==> config.mk <==
export PLATFORM = sky130hd
export DESIGN_NAME = alu_operand_stage
export DESIGN_NICKNAME = d
export VERILOG_FILES = /design/src/rtl/alu_pkg.sv /design/src/rtl/rv32_imm_gen.sv /design/src/rtl/alu_operand_stage.sv
export SDC_FILE = /design/constraint.sdc
export NUM_CORES = 1
export LEC_CHECK = 0
export ABC_AREA = 1
export BUFFER_PORTS_ARGS = -buffer_cell sky130_fd_sc_hd__buf_4
export CAP_MARGIN = 0
export CORE_ASPECT_RATIO = 0.6
export CORE_UTILIZATION = 25
export CTS_CLUSTER_DIAMETER = 100
export DETAILED_ROUTE_END_ITERATION = 8
export GPL_ROUTABILITY_DRIVEN = 0
export PLACE_DENSITY = 0.46
export SLEW_MARGIN = 20
export SYNTH_ARGS = -nofsm -noshare
export SYNTH_HDL_FRONTEND = slang
export SYNTH_SLANG_ARGS = --single-unit
==> constraint.sdc <==
create_clock -name clk_i -period 1.7 [get_ports clk_i]
set_input_delay 0.34 -clock clk_i [delete_from_list [all_inputs] [get_ports clk_i]]
set_output_delay 0.34 -clock clk_i [all_outputs]
set_load 0.01 [all_outputs]
==> src/rtl/alu_pkg.sv <==
// Shared ALU definitions: operation encoding, RV32I opcodes and funct7 values.
package alu_pkg;

    localparam int unsigned ALU_OP_W = 4;
    localparam int unsigned OPC_W    = 7;
    localparam int unsigned F3_W     = 3;
    localparam int unsigned F7_W     = 7;

    typedef enum logic [ALU_OP_W-1:0] {
        AddOp  = 4'd0,
        SubOp  = 4'd1,
        SllOp  = 4'd2,
        SltOp  = 4'd3,
        SltuOp = 4'd4,
        XorOp  = 4'd5,
        SrlOp  = 4'd6,
        SraOp  = 4'd7,
        OrOp   = 4'd8,
        AndOp  = 4'd9
    } alu_ops_t;

    localparam logic [OPC_W-1:0] OPC_OP     = 7'b0110011;
    localparam logic [OPC_W-1:0] OPC_OP_IMM = 7'b0010011;
    localparam logic [OPC_W-1:0] OPC_LUI    = 7'b0110111;
    localparam logic [OPC_W-1:0] OPC_AUIPC  = 7'b0010111;
    localparam logic [OPC_W-1:0] OPC_LOAD   = 7'b0000011;
    localparam logic [OPC_W-1:0] OPC_STORE  = 7'b0100011;

    localparam logic [F7_W-1:0] F7_BASE = 7'b0000000;
    localparam logic [F7_W-1:0] F7_ALT  = 7'b0100000;

    // Map funct3 (plus the ir[30] alternate bit) onto an ALU operation.
    function automatic alu_ops_t f3_to_op(input logic [F3_W-1:0] f3, input logic alt);
        alu_ops_t op;
        op = AddOp;
        case (f3)
            3'b000:  op = alt ? SubOp : AddOp;
            3'b001:  op = SllOp;
            3'b010:  op = SltOp;
            3'b011:  op = SltuOp;
            3'b100:  op = XorOp;
            3'b101:  op = alt ? SraOp : SrlOp;
            3'b110:  op = OrOp;
            default: op = AndOp;
        endcase
        return op;
    endfunction

    function automatic logic is_shift_op(input alu_ops_t op);
        return (op == SllOp) || (op == SrlOp) || (op == SraOp);
    endfunction

endpackage

==> src/rtl/rv32_imm_gen.sv <==
// RV32I immediate extraction: I-, S- and U-type immediates from the instruction word.
// Opcode bits ir[6:0] carry no immediate data, so only ir[31:7] is taken.
module rv32_imm_gen (
    input  logic [31:7] ir,
    output logic [31:0] i_imm_c,
    output logic [31:0] s_imm_c,
    output logic [31:0] u_imm_c
);

    assign i_imm_c = {{20{ir[31]}}, ir[31:20]};
    assign s_imm_c = {{20{ir[31]}}, ir[31:25], ir[11:7]};
    assign u_imm_c = {ir[31:12], 12'b0};

endmodule

==> src/rtl/alu_operand_stage.sv <==
// Registered operand/issue stage in front of the RV32I ALU with a valid/ready slice.
// Define ALU_OPERAND_ILLEGAL_EN to report unsupported encodings on illegal_o.
module alu_operand_stage
    import alu_pkg::*;
#(
    parameter int unsigned DATA_WIDTH = 32
) (
    input  logic                  clk_i,
    input  logic                  reset_i,
    input  logic                  in_valid_i,
    output logic                  in_ready_o,
    input  logic [31:0]           ir_i,
    input  logic [DATA_WIDTH-1:0] pc_i,
    input  logic [DATA_WIDTH-1:0] rs1_i,
    input  logic [DATA_WIDTH-1:0] rs2_i,
    output logic                  out_valid_o,
    input  logic                  out_ready_i,
    output logic [DATA_WIDTH-1:0] a_o,
    output logic [DATA_WIDTH-1:0] b_o,
    output alu_ops_t              func_op_o,
    output logic                  illegal_o
);

`ifdef ALU_OPERAND_ILLEGAL_EN
    localparam bit ILLEGAL_EN = 1'b1;
`else
    localparam bit ILLEGAL_EN = 1'b0;
`endif

    localparam int unsigned SHAMT_W = 5;

    logic [OPC_W-1:0]      opcode;
    logic [F3_W-1:0]       funct3;
    logic [F7_W-1:0]       funct7;
    logic [DATA_WIDTH-1:0] i_imm;
    logic [DATA_WIDTH-1:0] s_imm;
    logic [DATA_WIDTH-1:0] u_imm;
    logic                  funct_ok;
    logic [DATA_WIDTH-1:0] dec_a;
    logic [DATA_WIDTH-1:0] dec_b;
    alu_ops_t              dec_op;
    logic                  dec_illegal;
    logic                  xfer;

    assign opcode = ir_i[6:0];
    assign funct3 = ir_i[14:12];
    assign funct7 = ir_i[31:25];

    rv32_imm_gen u_imm_gen (
        .ir      (ir_i[31:7]),
        .i_imm_c (i_imm),
        .s_imm_c (s_imm),
        .u_imm_c (u_imm)
    );

    // Combinational decode of the offered beat; illegal encodings fall back to rs1 + rs2.
    always_comb begin
        dec_a       = rs1_i;
        dec_b       = rs2_i;
        dec_op      = AddOp;
        dec_illegal = 1'b0;
        funct_ok    = 1'b1;
        case (opcode)
            OPC_OP: begin
                funct_ok = (funct7 == F7_BASE) ||
                           ((funct7 == F7_ALT) && ((funct3 == 3'b000) || (funct3 == 3'b101)));
                if (funct_ok) dec_op = f3_to_op(funct3, ir_i[30]);
                else          dec_illegal = 1'b1;
            end
            OPC_OP_IMM: begin
                case (funct3)
                    3'b001:  funct_ok = (funct7 == F7_BASE);
                    3'b101:  funct_ok = (funct7 == F7_BASE) || (funct7 == F7_ALT);
                    default: funct_ok = 1'b1;
                endcase
                if (funct_ok) begin
                    dec_b  = i_imm;
                    dec_op = f3_to_op(funct3, (funct3 == 3'b101) && ir_i[30]);
                end else begin
                    dec_illegal = 1'b1;
                end
            end
            OPC_LUI: begin
                dec_a = '0;
                dec_b = u_imm;
            end
            OPC_AUIPC: begin
                dec_a = pc_i;
                dec_b = u_imm;
            end
            OPC_LOAD:  dec_b = i_imm;
            OPC_STORE: dec_b = s_imm;
            default:   dec_illegal = 1'b1;
        endcase
        // The ALU shifts by all of b_i, so only the shift amount may survive.
        if (is_shift_op(dec_op)) dec_b = DATA_WIDTH'(dec_b[SHAMT_W-1:0]);
    end

    assign in_ready_o = !out_valid_o || out_ready_i;
    assign xfer       = in_valid_i && in_ready_o;

    // Single-entry output slice; reset wins over a same-cycle transfer.
    always_ff @(posedge clk_i) begin
        if (reset_i) begin
            out_valid_o <= 1'b0;
            a_o         <= '0;
            b_o         <= '0;
            func_op_o   <= AddOp;
            illegal_o   <= 1'b0;
        end else if (xfer) begin
            out_valid_o <= 1'b1;
            a_o         <= dec_a;
            b_o         <= dec_b;
            func_op_o   <= dec_op;
            illegal_o   <= ILLEGAL_EN && dec_illegal;
        end else if (out_ready_i) begin
            out_valid_o <= 1'b0;
        end
    end

endmodule

## Word-level counts from Yosys, hierarchy flattened

Index checks and enable logic that the tools add are counted.

| word-level totals | value |
|---|---|
| output and inout port bits | 71 |
| input bits | 132 |
| word-level logic and storage cells | 51 |
| latch bits | 0 |
| bits in read-only memories | 0 |
| register bits | 69 |
| RAM bits | 0 |
| memories | 0 |

| cells by class | value |
|---|---|
| bitwise logic cells | 0 |
| magnitude comparators | 0 |
| $add $sub $neg | 0 |
| divide/modulo/power cells | 0 |
| shifts and indexed selects | 0 |
| reduce and logical (&&, ||, !) cells | 14 |
| equal/unequal tests | 16 |
| multiplexer cells | 17 |
| $mul | 0 |

Operator list:

| kind | count |
|---|---|
| $pmux W32 S4 | 1 |
| $mux W32 | 2 |
| $pmux W32 S2 | 1 |
| $pmux W4 S7 | 2 |
| $eq A7 B6 Y1 const B | 4 |
| $eq A7 B5 Y1 const B | 2 |
| $eq A3 B3 Y1 const B | 3 |
| $eq A4 B3 Y1 const B | 2 |
| $mux W4 | 2 |
| $pmux W4 S2 | 1 |
| $eq A7 B2 Y1 const B | 1 |
| $logic_not A7 Y1 | 1 |
| $mux W1 | 7 |
| $eq A3 B2 Y1 const B | 2 |
| $logic_or A1 B1 Y1 | 6 |
| $eq A4 B2 Y1 const B | 1 |
| $eq A3 B1 Y1 const B | 1 |
| $logic_and A1 B1 Y1 | 3 |
| $logic_not A3 Y1 | 1 |
| $pmux W1 S2 | 1 |
| $reduce_bool A2 Y1 | 1 |
| $reduce_or A2 Y1 | 1 |
| $logic_not A1 Y1 | 1 |

## Depth between registers and ports, before layout

Gate-level depths: netlist of run 1.

| logic depth | value |
|---|---|
| depth in word-level cells | 10 |
| gate-level depth with buffers | 13 |
| mapped depth without buffers | 12 |

## By module

Synthesis of run 1 repeated with hierarchy kept, for this count alone.

| second synthesis, totals | value |
|---|---|
| cells, all modules | 736 |
| area, all modules | 4,778.3 um2 |

By module, submodules not included:

| module | area each (um2) | times used | cells each | sequential area each (um2) |
|---|---|---|---|---|
| alu_operand_stage | 4,053.9 | 1 | 639 | 1,381.3 |
| rv32_imm_gen | 724.4 | 1 | 97 | 0.0 |

## Worst setup path after synthesis of run 1

Ideal clock, no wire load.

| timing | value |
|---|---|
| kind | input to register |
| start | input port ir_i[1] |
| end | register b_o[22] |
| slack | 0.144 ns |
| data required time | 1.564 ns |
| path buffers | 1 |
| stages on the path | 12 |
| setup time | 0.136 ns |
| data arrival time | 1.421 ns |
| cells stage by stage | nand2_1 -> inv_2 -> nand2_1 -> nor2_2 -> nand2_2 -> nand3_4 -> nand2_1 -> buf_2 -> nor2_1 -> a21oi_1 -> nand2_1 -> a21oi_2 |

| between the ends | value |
|---|---|
| longest elaborated chain between the ends | 6 |
| elaborated cells on any way between the ends | 15 |
| those cells by class | 9 x eq/ne; 3 x mux; 3 x reduce/logical |

Ends and longest elaborated chain:

| element | RTL line | RTL |
|---|---|---|
| start, declared | alu_operand_stage.sv:12 | `input logic [31:0] ir_i,` |
| $eq A7 B5 Y1 or $eq A7 B6 Y1 (tied branches) | -- |  |
| $pmux W4 S2 | alu_operand_stage.sv:63 | `case (opcode)` |
| $eq A4 B2 Y1 or $eq A4 B3 Y1 (tied branches) | alu_pkg.sv:50 | `return (op == SllOp) \|\| (op == SrlOp) \|\| (op == SraOp);` |
| $logic_or A1 B1 Y1 (2 in series) | alu_pkg.sv:50 |  |
| $mux W32 (*) | alu_operand_stage.sv:96 | `if (is_shift_op(dec_op)) dec_b = DATA_WIDTH'(dec_b[SHAMT_W-1:0]);` |
| end signal, assigned | alu_operand_stage.sv:107 | `b_o <= '0;` |
| end signal, assigned | alu_operand_stage.sv:113 | `b_o <= dec_b;` |
| end, declared | alu_operand_stage.sv:19 | `output logic [DATA_WIDTH-1:0] b_o,` |

Mark *: on every way between the ends. The rest lies on a longest branch, timed or not.
A chain may end at the register's enable or synchronous reset.

## Worst setup path after layout of run 1

| timing | value |
|---|---|
| start | input port ir_i[3] |
| end | register b_o[22] |

Same word-level chain as after synthesis.

==> results of run 1 <==
worst min path at each step:
stage | to | slack [ns] | cells after the start
global placement | b_o[15] | 0.46 | 2
global route | b_o[0] | 0.29 | 3
finish | b_o[0] | 0.30 | 3
CTS | b_o[0] | 0.28 | 3
floorplan | b_o[11] | 0.49 | 2
detailed placement | b_o[16] | 0.46 | 2
metrics by stage:
stage / utilization / TNS, ns / setup WS (ns) / total power [mW] / instances
after global placement: 0.3864 / -3.765 / -0.1552 / 2.868 / 1020
after global routing: 0.4061 / 0 / 0.02423 / 5.004 / 1036
after detailed placement: 0.3864 / -5.355 / -0.2085 / 2.883 / 1020
after floorplan: - / 0 / 0.1436 / 2.275 / 613
final: 0.4061 / 0 / 0.1901 / 4.755 / 1036
after CTS: 0.4055 / 0 / 0.1504 / 4.824 / 1036
cells by family after synthesis:
group,synth area share
other,0.0009503
buffers and inverters,0.1217
flip-flops,0.3500
AND/OR/NAND/NOR,0.2793
AO/OA/AOI/OAI,0.2479
cell usage after synthesis, types with 3 or more instances:
| library cell | number |
|---|---|
| nand2_2 | 4 |
| nand2_1 | 129 |
| o22ai_1 | 5 |
| buf_2 | 12 |
| o21ai_0 | 64 |
| dfxtp_1 | 69 |
| nand3_1 | 45 |
| a31o_2 | 32 |
| clkbuf_1 | 26 |
| nor2_2 | 6 |
| a21oi_2 | 7 |
| a21oi_1 | 57 |
| nor2_1 | 67 |
| inv_1 | 76 |
| nand4_1 | 3 |
worst max-delay path, cell delays in order:
cell	delay, ns
buf_4	0.11
nor2_1	0.14
nand3_1	0.13
nor2_1	0.20
nand2_1	0.11
nand2_1	0.10
nand2_1	0.07
nand2_1	0.16
nand2_8	0.16
nand2_1	0.13
a21oi_2	0.06
area by class of cell:
type                    count  share of cell area
clock inverters             4            0.007617
well taps                 203             0.04069
flip-flops and latches     69              0.2213
inverters                  78             0.04690
clock buffers              12             0.03949
multi-input cells         425              0.3353
repair buffers            245              0.3087
sequential cells by signal, indices dropped and copies added, names as in the netlist:
signal / flops
out_valid_o: 1
func_op_o: 4
b_o: 32
a_o: 32
layer usage:
| layer | part of all wire | vias up | wire length [um] |
|---|---|---|---|
| met5 | 0 | - | 0 |
| met4 | 0.011 | 0 | 167 |
| met3 | 0.055 | 11 | 854 |
| met2 | 0.41 | 120 | 6328 |
| met1 | 0.52 | 2171 | 8044 |
| li1 | - | 2426 | - |
where the power goes:
part | switching (mW) | leakage [nW] | total, mW | internal (mW)
logic | 0.495 | 2.52 | 1.05 | 0.551
clock network | 0.737 | 0.143 | 1.91 | 1.17
registers | 0.0619 | 0.571 | 1.80 | 1.74
==> qor.csv, run 1 <==
stage,metric,value,unit
run_status,status,"complete, no violations",
cts,# clock sinks,69,
cells_and_area,Layout Area Growth over Synthesis,58.18,%
worst_setup_path,WS Path Type,in -> reg,
cts,postcts setup bufs,0,
routing,routed vias/inst,4.564,
worst_setup_path,crit-path max FO,27,
synthesis,"flops & latches, synth",69,
cells_and_area,sequential cell area,0.001381,sq mm
routing,drt initial violations,255,
sta,clk_skew,0.005385,ns
power,leakage power,3.229,nW
synthesis,post-synth net total,745,
synthesis,ranking of synthesized cells by area,"dfxtp_1 (35%), nand2_1 (12%), o21ai_0 (8.1%), a21oi_1 (7.2%), inv_1 (7.2%)",
sta,fin crit share,0.8882,
hold_path,hold_sp,rs2_i[0],
synthesis,Synth cell types,24,
place,DP HPWL,11650,um
sta,crit path time final,1.510,ns
synthesis,Post-synth EDFFs,0,
synthesis,Synth top area share,0.3500,
cts,# resized after CTS,0,
global_route,grt met2 use,0.2687,
sta,max-slew violations,0,
cells_and_area,most frequent cells in the layout,"buf_4 (238), nand2_1 (129), inv_1 (76)",
worst_setup_path,Worst Path Required,1.91,ns
global_route,GR Layer Usage met1,0.2787,
routing,Pre-Repair DR Iteration Count,4,
worst_setup_path,worst r2r dst,a_o[31],
synthesis,sequential element share of the synthesized area,0.3500,
synthesis,synthesized area per cell,6.438,sq um
worst_setup_path,Worst setup EP type,flip-flop,
job,Max-cap violations,0,
synthesis,"Primary FF master, synth",dfxtp_1,
synthesis,Synth area leader,dfxtp_1,
cts,cts bufs inserted,9,
hold_path,Worst Hold Class,in -> reg,
cells_and_area,multi-input combinational cell area,0.002093,sq mm
routing,Final ANT Viol Nets,0,
global_route,Global Route met3 Usage,0.03837,
worst_setup_path,RR Startpoint,out_valid_o,
cts,htree depth,3,
worst_setup_path,CP startpoint kind,input pin,
worst_setup_path,crit path capture,b_o[22],
routing,vias,4728,
cts,clk root buf,clkbuf_16,
global_route,gr busiest metal,met1,
cells_and_area,Final Net Count,960,
synthesis,ys async rst share,0,
sta,final-report setup violation count,0,
global_route,initial antenna violation count,0,
worst_setup_path,reg2reg setup slack,0.25,ns
sta,RSZ-0062 raised after global routing,no,
floorplanning,Die ar.,0.01631,sq mm
cells_and_area,"commonest non-fill, non-tap cell in the layout",buf_4,
cells_and_area,fin area,0.006242,sq mm
global_route,Global Route Usage Sum,0.1867,
worst_setup_path,Reg2Reg Depth,7,
place,Placed Area,0.005939,sq mm
sta,worst hold margin,0.2987,ns
cells_and_area,number of diodes,0,
place,I/O Buffers,201,
routing,routed len/inst,14.86,um
cells_and_area,layout cell share with drive strength beyond 1,0.3758,
sta,Peak Freq,662.3,MHz
global_route,largest net degree at the start of global routing,55,
worst_setup_path,CP arrival,1.72,ns
sta,final hold viol count,0,
floorplanning,DIE WIDTH,164.2,um
global_route,total congestion overflow,0,
synthesis,Post-Syn Area,0.003946,sq mm
global_route,vias in the first global route,4382,
floorplanning,Core Box Area,0.01537,sq mm
cells_and_area,# fillers,1661,
cts,clock latency on the worst-skew pair,0.33,ns
cts,Clock Path Buffers,2,
cts,TritonCTS clock tree,yes,
floorplanning,Rows,35,
floorplanning,chip height,99.32,um
global_route,first-pass GRT wire length,23600,um
power,pwr dens,761.7,mW/mm^2
floorplanning,starting density of the core,0.2567,
synthesis,Yosys warning total,0,
worst_setup_path,Worst setup startpoint,ir_i[3],
floorplanning,IO Count,203,
synthesis,Cells after Synth,613,
cts,"CTS clk-pin slew, worst paths",0.06,ns
power,Max VDD drop,0.3534,mV
routing,Routed WL,15390,um
cts,cts hold-fix bufs,0,
routing,DRC viols,0,
(Power assumes the default switching activity.)
==> inputs of run 2 (changes only) <==
--- a/config.mk
+++ b/config.mk
@@ -9,11 +9,11 @@
 export BUFFER_PORTS_ARGS = -buffer_cell sky130_fd_sc_hd__buf_4
 export CAP_MARGIN = 0
 export CORE_ASPECT_RATIO = 0.6
-export CORE_UTILIZATION = 25
+export CORE_UTILIZATION = 46
 export CTS_CLUSTER_DIAMETER = 100
 export DETAILED_ROUTE_END_ITERATION = 8
 export GPL_ROUTABILITY_DRIVEN = 0
-export PLACE_DENSITY = 0.46
+export PLACE_DENSITY = 0.78
 export SLEW_MARGIN = 20
 export SYNTH_ARGS = -nofsm -noshare
 export SYNTH_HDL_FRONTEND = slang
==> run 2 against run 1 <==
  * Maximum frequency decreased by 6.9%
  * Cell count decreased by 9.1%
  * Largest power group is now registers
  * First-iteration DRC count increased by 19%
  * Sequential share of layout area increased by 0.50 points
  * Combinational power about the same
  * Register-to-register slack improved by 0.04 ns
  * Critical path depth unchanged
  * Core utilization increased by 35 points
  * Setup slack got worse by 0.11 ns
  * Clock-buffer cell count decreased by 3
  * Clock power decreased by 12%
  * Critical path type unchanged
==> qor.csv, run 2 (same netlist as run 1, synthesis figures left out) <==
stage,metric,value,unit,change
run_status,status,"complete, no violations",,unchanged
sta,Peak Freq,616.3,MHz,was 662.3 MHz
floorplanning,Rows,25,,was 35
worst_setup_path,crit-path max FO,20,,was 27
worst_setup_path,critical-path cell list,"buf_4, nor2_1, nand3_1, nor2_2, nand3_1, nand2_1, buf_12, o21ai_0, a21oi_1, nand2_1, a21oi_1",,"was buf_4, nor2_1, nand3_1, nor2_1, nand2_1, nand2_1, nand2_1, nand2_1, nand2_8, nand2_1, a21oi_2"
cells_and_area,"commonest non-fill, non-tap cell in the layout",buf_4,,unchanged
global_route,largest net degree at the start of global routing,39,,was 55
floorplanning,starting density of the core,0.4871,,was 0.2567
cells_and_area,top flop regs,"a_o: 32 flops, b_o: 32 flops, func_op_o: 4 flops",,unchanged
sta,crit path time final,1.623,ns,was 1.510 ns
routing,DRC viols,0,,unchanged
worst_setup_path,highest-delay cell along the critical path,a21oi_1,,was nor2_1
cts,cts bufs inserted,9,,unchanged
cts,cts hold-fix bufs,0,,unchanged
cts,# clock sinks,69,,unchanged
floorplanning,DIE WIDTH,121.6,um,was 164.2 um
cts,htree depth,3,,unchanged
cells_and_area,layout cell share with drive strength beyond 1,0.3789,,was 0.3758
routing,vias,4968,,was 4728
sta,max-slew violations,0,,unchanged
power,Max VDD drop,0.4486,mV,was 0.3534 mV
worst_setup_path,Reg2Reg Depth,7,,unchanged
worst_setup_path,Worst setup EP type,flip-flop,,unchanged
cts,clk root buf,clkbuf_16,,unchanged
sta,final hold viol count,0,,unchanged
job,Max-cap violations,0,,unchanged
place,dpl ws,-0.2333,ns,was -0.2085 ns
cells_and_area,Final Net Count,961,,was 960
hold_path,WHS Path Cells,3,,unchanged
routing,drt initial violations,303,,was 255
worst_setup_path,Worst setup startpoint,ir_i[3],,unchanged
sta,setup ws final,0.07731,ns,was 0.1901 ns
sta,fin crit share,0.9545,,was 0.8882
worst_setup_path,"Buf+Inv Stages, Crit Path",2,,was 1
cts,Clock Path Buffers,2,,unchanged
floorplanning,IO Count,203,,unchanged
global_route,Global Route Usage Sum,0.3020,,was 0.1867
sta,RSZ-0062 raised after global routing,no,,unchanged
sta,final-report setup violation count,0,,unchanged
cells_and_area,most frequent cells in the layout,"buf_4 (239), nand2_1 (129), inv_1 (76)",,"was buf_4 (238), nand2_1 (129), inv_1 (76)"
worst_setup_path,Critical Path Max Stage Delay,0.23,ns,was 0.20 ns
power,pwr dens,742.3,mW/mm^2,was 761.7 mW/mm^2
global_route,first-pass GRT wire length,20980,um,was 23600 um
sta,worst hold margin,0.3108,ns,was 0.2987 ns
power,Power Total,4.531,mW,was 4.755 mW
hold_path,hold_sp,rs2_i[4],,was rs2_i[0]
routing,Pre-Repair DR Iteration Count,6,,was 4
cells_and_area,number of diodes,0,,unchanged
routing,routed len/inst,14.46,um,was 14.86 um
routing,Final ANT Viol Nets,0,,unchanged
worst_setup_path,Worst Path Required,1.96,ns,was 1.91 ns
cells_and_area,Layout Area Growth over Synthesis,54.69,%,was 58.18%
floorplanning,chip height,73.75,um,was 99.32 um
cts,"CTS clk-pin slew, worst paths",0.06,ns,about the same
worst_setup_path,RR Startpoint,out_valid_o,,unchanged
worst_setup_path,CP startpoint kind,input pin,,unchanged
worst_setup_path,Crit path max-delay family,simple AND/OR/NAND/NOR gates,,unchanged
place,DP HPWL,10300,um,was 11650 um
routing,Routed WL,13620,um,was 15390 um
worst_setup_path,Crit. path cell count,11,,unchanged
floorplanning,Die ar.,0.008966,sq mm,was 0.01631 sq mm
place,I/O Buffers,201,,unchanged
cells_and_area,# fillers,664,,was 1661
hold_path,Worst Hold Class,in -> reg,,unchanged
global_route,vias in the first global route,4459,,was 4382
global_route,initial antenna violation count,0,,unchanged
power,leakage power,3.217,nW,was 3.229 nW
global_route,total congestion overflow,0,,unchanged
cts,TritonCTS clock tree,yes,,unchanged
worst_setup_path,CP arrival,1.88,ns,was 1.72 ns
cts,clock latency on the worst-skew pair,0.33,ns,about the same
worst_setup_path,WS Path Type,in -> reg,,unchanged
floorplanning,Core Box Area,0.008102,sq mm,was 0.01537 sq mm
sta,clk_skew,0.003167,ns,was 0.005385 ns
routing,routed vias/inst,5.274,,was 4.564
-- run 2: cell types whose count changed in the layout (fill, tap and decap cells not counted) --
cell        delta
clkbuf_8       -1
buf_4          +1
bufinv_16      -1
clkbuf_1       -2
clkinvlp_4     +2
clkinv_2       +2
-- run 2: final cells by class --
cell class	instances	area (sq um)	area share
clock buffer	9	225.2	0.03689
multi-input combinational	425	2093	0.3429
sequential	69	1381	0.2263
clock inverter	7	42.54	0.006969
tap	108	135.1	0.02214
timing repair buffer	246	1934	0.3169
inverter	78	292.8	0.04796
-- run 2: layer usage --
layer  part of all wire  track usage
met4              0.020      0.09602
met3              0.097      0.08696
met5                  0            0
met2               0.44       0.4836
met1               0.44       0.3928
-- run 2: worst reg2reg max path, cell delays in order, from the launching register on --
cell	delay, ns
dfxtp_1	0.31
nand2_1	0.10
nand2_1	0.12
inv_2	0.20
buf_4	0.24
o21ai_0	0.11
a31o_2	0.22
inv_1	0.05
-- run 2: stage by stage --
stage | instance area [sq um] | instances | TNS (ns) | util
detailed placement | 5821 | 925 | -3.666 | 0.7185
finish | 6105 | 942 | 0 | 0.7535
floorplan | 3946 | 613 | 0 | -
CTS | 6088 | 941 | 0 | 0.7515
global route | 6105 | 942 | 0 | 0.7535
global placement | 5821 | 925 | -2.245 | 0.7185
-- run 2: where the power goes --
group          internal, mW  switching, mW
clock network         0.975          0.713
logic                 0.553          0.491
registers              1.74         0.0616
total                  3.27           1.27
-- run 2: worst paths after layout --
path	to	slack, ns
worst min-delay path	b_o[4]	0.31
worst min register to register	b_o[15]	0.46
worst max register to register	a_o[2]	0.29
worst max-delay path	b_o[31]	0.08
-- run 2: what timing repair did --
item / 4_1_cts / 5_1_grt
gates resized for setup: 0 / 1
setup endpoints to repair: 0 / 15
setup buffers: 0 / 1
==> inputs of run 3 (changes only) <==
--- a/config.mk
+++ b/config.mk
@@ -13,7 +13,7 @@
 export CTS_CLUSTER_DIAMETER = 100
 export DETAILED_ROUTE_END_ITERATION = 8
 export GPL_ROUTABILITY_DRIVEN = 0
-export PLACE_DENSITY = 0.78
+export PLACE_DENSITY = 0.77
 export SLEW_MARGIN = 20
 export SYNTH_ARGS = -nofsm -noshare
 export SYNTH_HDL_FRONTEND = slang
==> run 3 against run 2 <==
  * Combinational power barely moved
  * Critical endpoint is now b_o[29]
  * Clock-buffer cell count is 1 higher
  * Critical path type unchanged
  * Total power grew 7.5%
  * Highest routed layer unchanged
==> qor.csv, run 3 (same netlist as run 1, synthesis figures left out) <==
stage,metric,value,unit,change
sta,final-report setup violation count,0,,unchanged
cells_and_area,most frequent cells in the layout,"buf_4 (244), nand2_1 (129), inv_1 (76)",,"was buf_4 (239), nand2_1 (129), inv_1 (76)"
sta,fin crit share,0.9238,,was 0.9545
cells_and_area,Final Net Count,963,,was 961
routing,Routed WL,14020,um,was 13620 um
worst_setup_path,crit-path max FO,27,,was 20
place,# placed instances,928,,was 925
cts,postcts setup bufs,0,,unchanged
place,DP HPWL,10390,um,was 10300 um
worst_setup_path,Crit path max-delay family,simple AND/OR/NAND/NOR gates,,unchanged
sta,crit path time final,1.570,ns,was 1.623 ns
sta,max-slew violations,0,,unchanged
place,I/O Buffers,201,,unchanged
power,Max VDD drop,0.6793,mV,was 0.4486 mV
worst_setup_path,highest-delay cell along the critical path,nor2_1,,was a21oi_1
routing,Final ANT Viol Nets,0,,unchanged
cts,"CTS clk-pin slew, worst paths",0.06,ns,about the same
cts,TritonCTS clock tree,yes,,unchanged
routing,routed len/inst,14.85,um,was 14.46 um
cells_and_area,final non-filler cell total,944,,was 942
cells_and_area,top flop regs,"a_o: 32 flops, b_o: 32 flops, func_op_o: 4 flops",,unchanged
sta,RSZ-0062 raised after global routing,no,,unchanged
routing,drt initial violations,467,,was 303
run_status,status,"complete, no violations",,unchanged
cells_and_area,layout cell share with drive strength beyond 1,0.3804,,was 0.3789
floorplanning,Core Box Area,0.008102,sq mm,unchanged
global_route,largest net degree at the start of global routing,34,,was 39
floorplanning,starting density of the core,0.4871,,unchanged
floorplanning,chip height,73.75,um,unchanged
worst_setup_path,CP arrival,1.77,ns,was 1.88 ns
global_route,vias in the first global route,4374,,was 4459
power,leakage power,3.248,nW,was 3.217 nW
worst_setup_path,crit-path most repeated cell,nand2_1,,
cts,htree depth,3,,unchanged
floorplanning,DIE WIDTH,121.6,um,unchanged
worst_setup_path,WS Path Type,in -> reg,,unchanged
power,pwr dens,793.1,mW/mm^2,was 742.3 mW/mm^2
cts,# clock sinks,69,,unchanged
floorplanning,Rows,25,,unchanged
global_route,Global Route Usage Sum,0.3047,,was 0.3020
worst_setup_path,critical-path cell list,"buf_4, nor2_1, nand3_1, nor2_1, nand2_1, nand2_1, nand2_1, nand2_1, nand2_8, nand2_1, a21oi_2",,"was buf_4, nor2_1, nand3_1, nor2_2, nand3_1, nand2_1, buf_12, o21ai_0, a21oi_1, nand2_1, a21oi_1"
global_route,first-pass GRT wire length,21090,um,was 20980 um
routing,vias,4965,,was 4968
routing,DRC viols,0,,unchanged
floorplanning,Die ar.,0.008966,sq mm,unchanged
cts,clock latency on the worst-skew pair,0.33,ns,about the same
sta,final hold viol count,0,,unchanged
cells_and_area,Layout Area Growth over Synthesis,55.58,%,was 54.69%
cts,Clock Path Buffers,2,,unchanged
floorplanning,IO Count,203,,unchanged
hold_path,Worst Hold Class,in -> reg,,unchanged
sta,worst hold margin,0.2997,ns,was 0.3108 ns
sta,clk_skew,0.004748,ns,was 0.003167 ns
cts,clk root buf,clkbuf_16,,unchanged
worst_setup_path,CP startpoint kind,input pin,,unchanged
sta,Peak Freq,636.8,MHz,was 616.3 MHz
cells_and_area,number of diodes,0,,unchanged
worst_setup_path,Worst setup EP type,flip-flop,,unchanged
cells_and_area,"commonest non-fill, non-tap cell in the layout",buf_4,,unchanged
worst_setup_path,Critical Path Max Stage Delay,0.22,ns,was 0.23 ns
job,Max-cap violations,0,,unchanged
sta,TNS Setup,0,ns,unchanged
worst_setup_path,"Buf+Inv Stages, Crit Path",1,,was 2
global_route,initial antenna violation count,0,,unchanged
global_route,total congestion overflow,0,,unchanged
routing,routed vias/inst,5.260,,was 5.274
worst_setup_path,Worst Path Required,1.90,ns,was 1.96 ns
routing,Pre-Repair DR Iteration Count,5,,was 6
cts,cts bufs inserted,9,,unchanged
-- run 3: changes by cell type in the layout (fill, tap and decap cells not counted), sizes merged --
cell / previous run / this run
buf: 246 / 248
clkinvlp: 3 / 1
bufinv: 0 / 2
clkinv: 4 / 3
clkbuf: 9 / 10
-- run 3: area by class of cell --
| type | count | area, sq um |
|---|---|---|
| Sequential cell | 69 | 1381 |
| Multi-Input combinational cell | 425 | 2093 |
| Clock inverter | 6 | 86.33 |
| Fill cell | 643 | 1962 |
| Timing Repair Buffer | 248 | 1912 |
| Clock buffer | 10 | 239.0 |
| Tap cell | 108 | 135.1 |
| Inverter | 78 | 292.8 |
-- run 3: repair_timing --
| item | 4_1_cts | 5_1_grt |
|---|---|---|
| hold endpoints to repair | 0 | 0 |
| setup endpoints to repair | 0 | 1 |
| gates resized for setup | 0 | 1 |
| hold buffers | 0 | 0 |
-- run 3: report_power, final --
group / switching, mW / total, mW / internal [mW] / leakage, nW
registers: 0.0648 / 1.80 / 1.74 / 0.571
clock network: 0.711 / 2.03 / 1.32 / 0.158
logic: 0.490 / 1.04 / 0.546 / 2.52
total: 1.27 / 4.87 / 3.60 / 3.25
-- run 3: layer usage --
metal	vias to the layer above	global-route usage	share of wire
met5	-	0	0
met4	0	0.08642	0.015
met3	18	0.06910	0.089
met2	242	0.4842	0.45
met1	2275	0.4144	0.45
li1	2430	-	-
-- run 3: worst paths after layout --
path,startpoint,endpoint,slack (ns),depth (start not counted)
max,ir_i[3],b_o[29],0.13,11
min reg2reg,b_o[31],b_o[31],0.47,2
min,rs2_i[1],b_o[1],0.30,3
max reg2reg,out_valid_o,a_o[18],0.15,7
-- run 3: worst min-delay path: stages --
cell and delay (ns):
buf_4 0.08, a21oi_1 0.05, a21oi_1 0.12
-- run 3: per-stage QoR --
step / util / worst slack, ns / area [sq um] / power (mW)
floorplan: - / 0.1436 / 3946 / 2.275
global placement: 0.7166 / -0.07369 / 5806 / 2.827
detailed placement: 0.7166 / -0.1308 / 5806 / 2.855
CTS: 0.7568 / 0.1643 / 6131 / 4.878
global route: 0.7578 / 0.009807 / 6140 / 5.067
finish: 0.7578 / 0.1295 / 6140 / 4.869
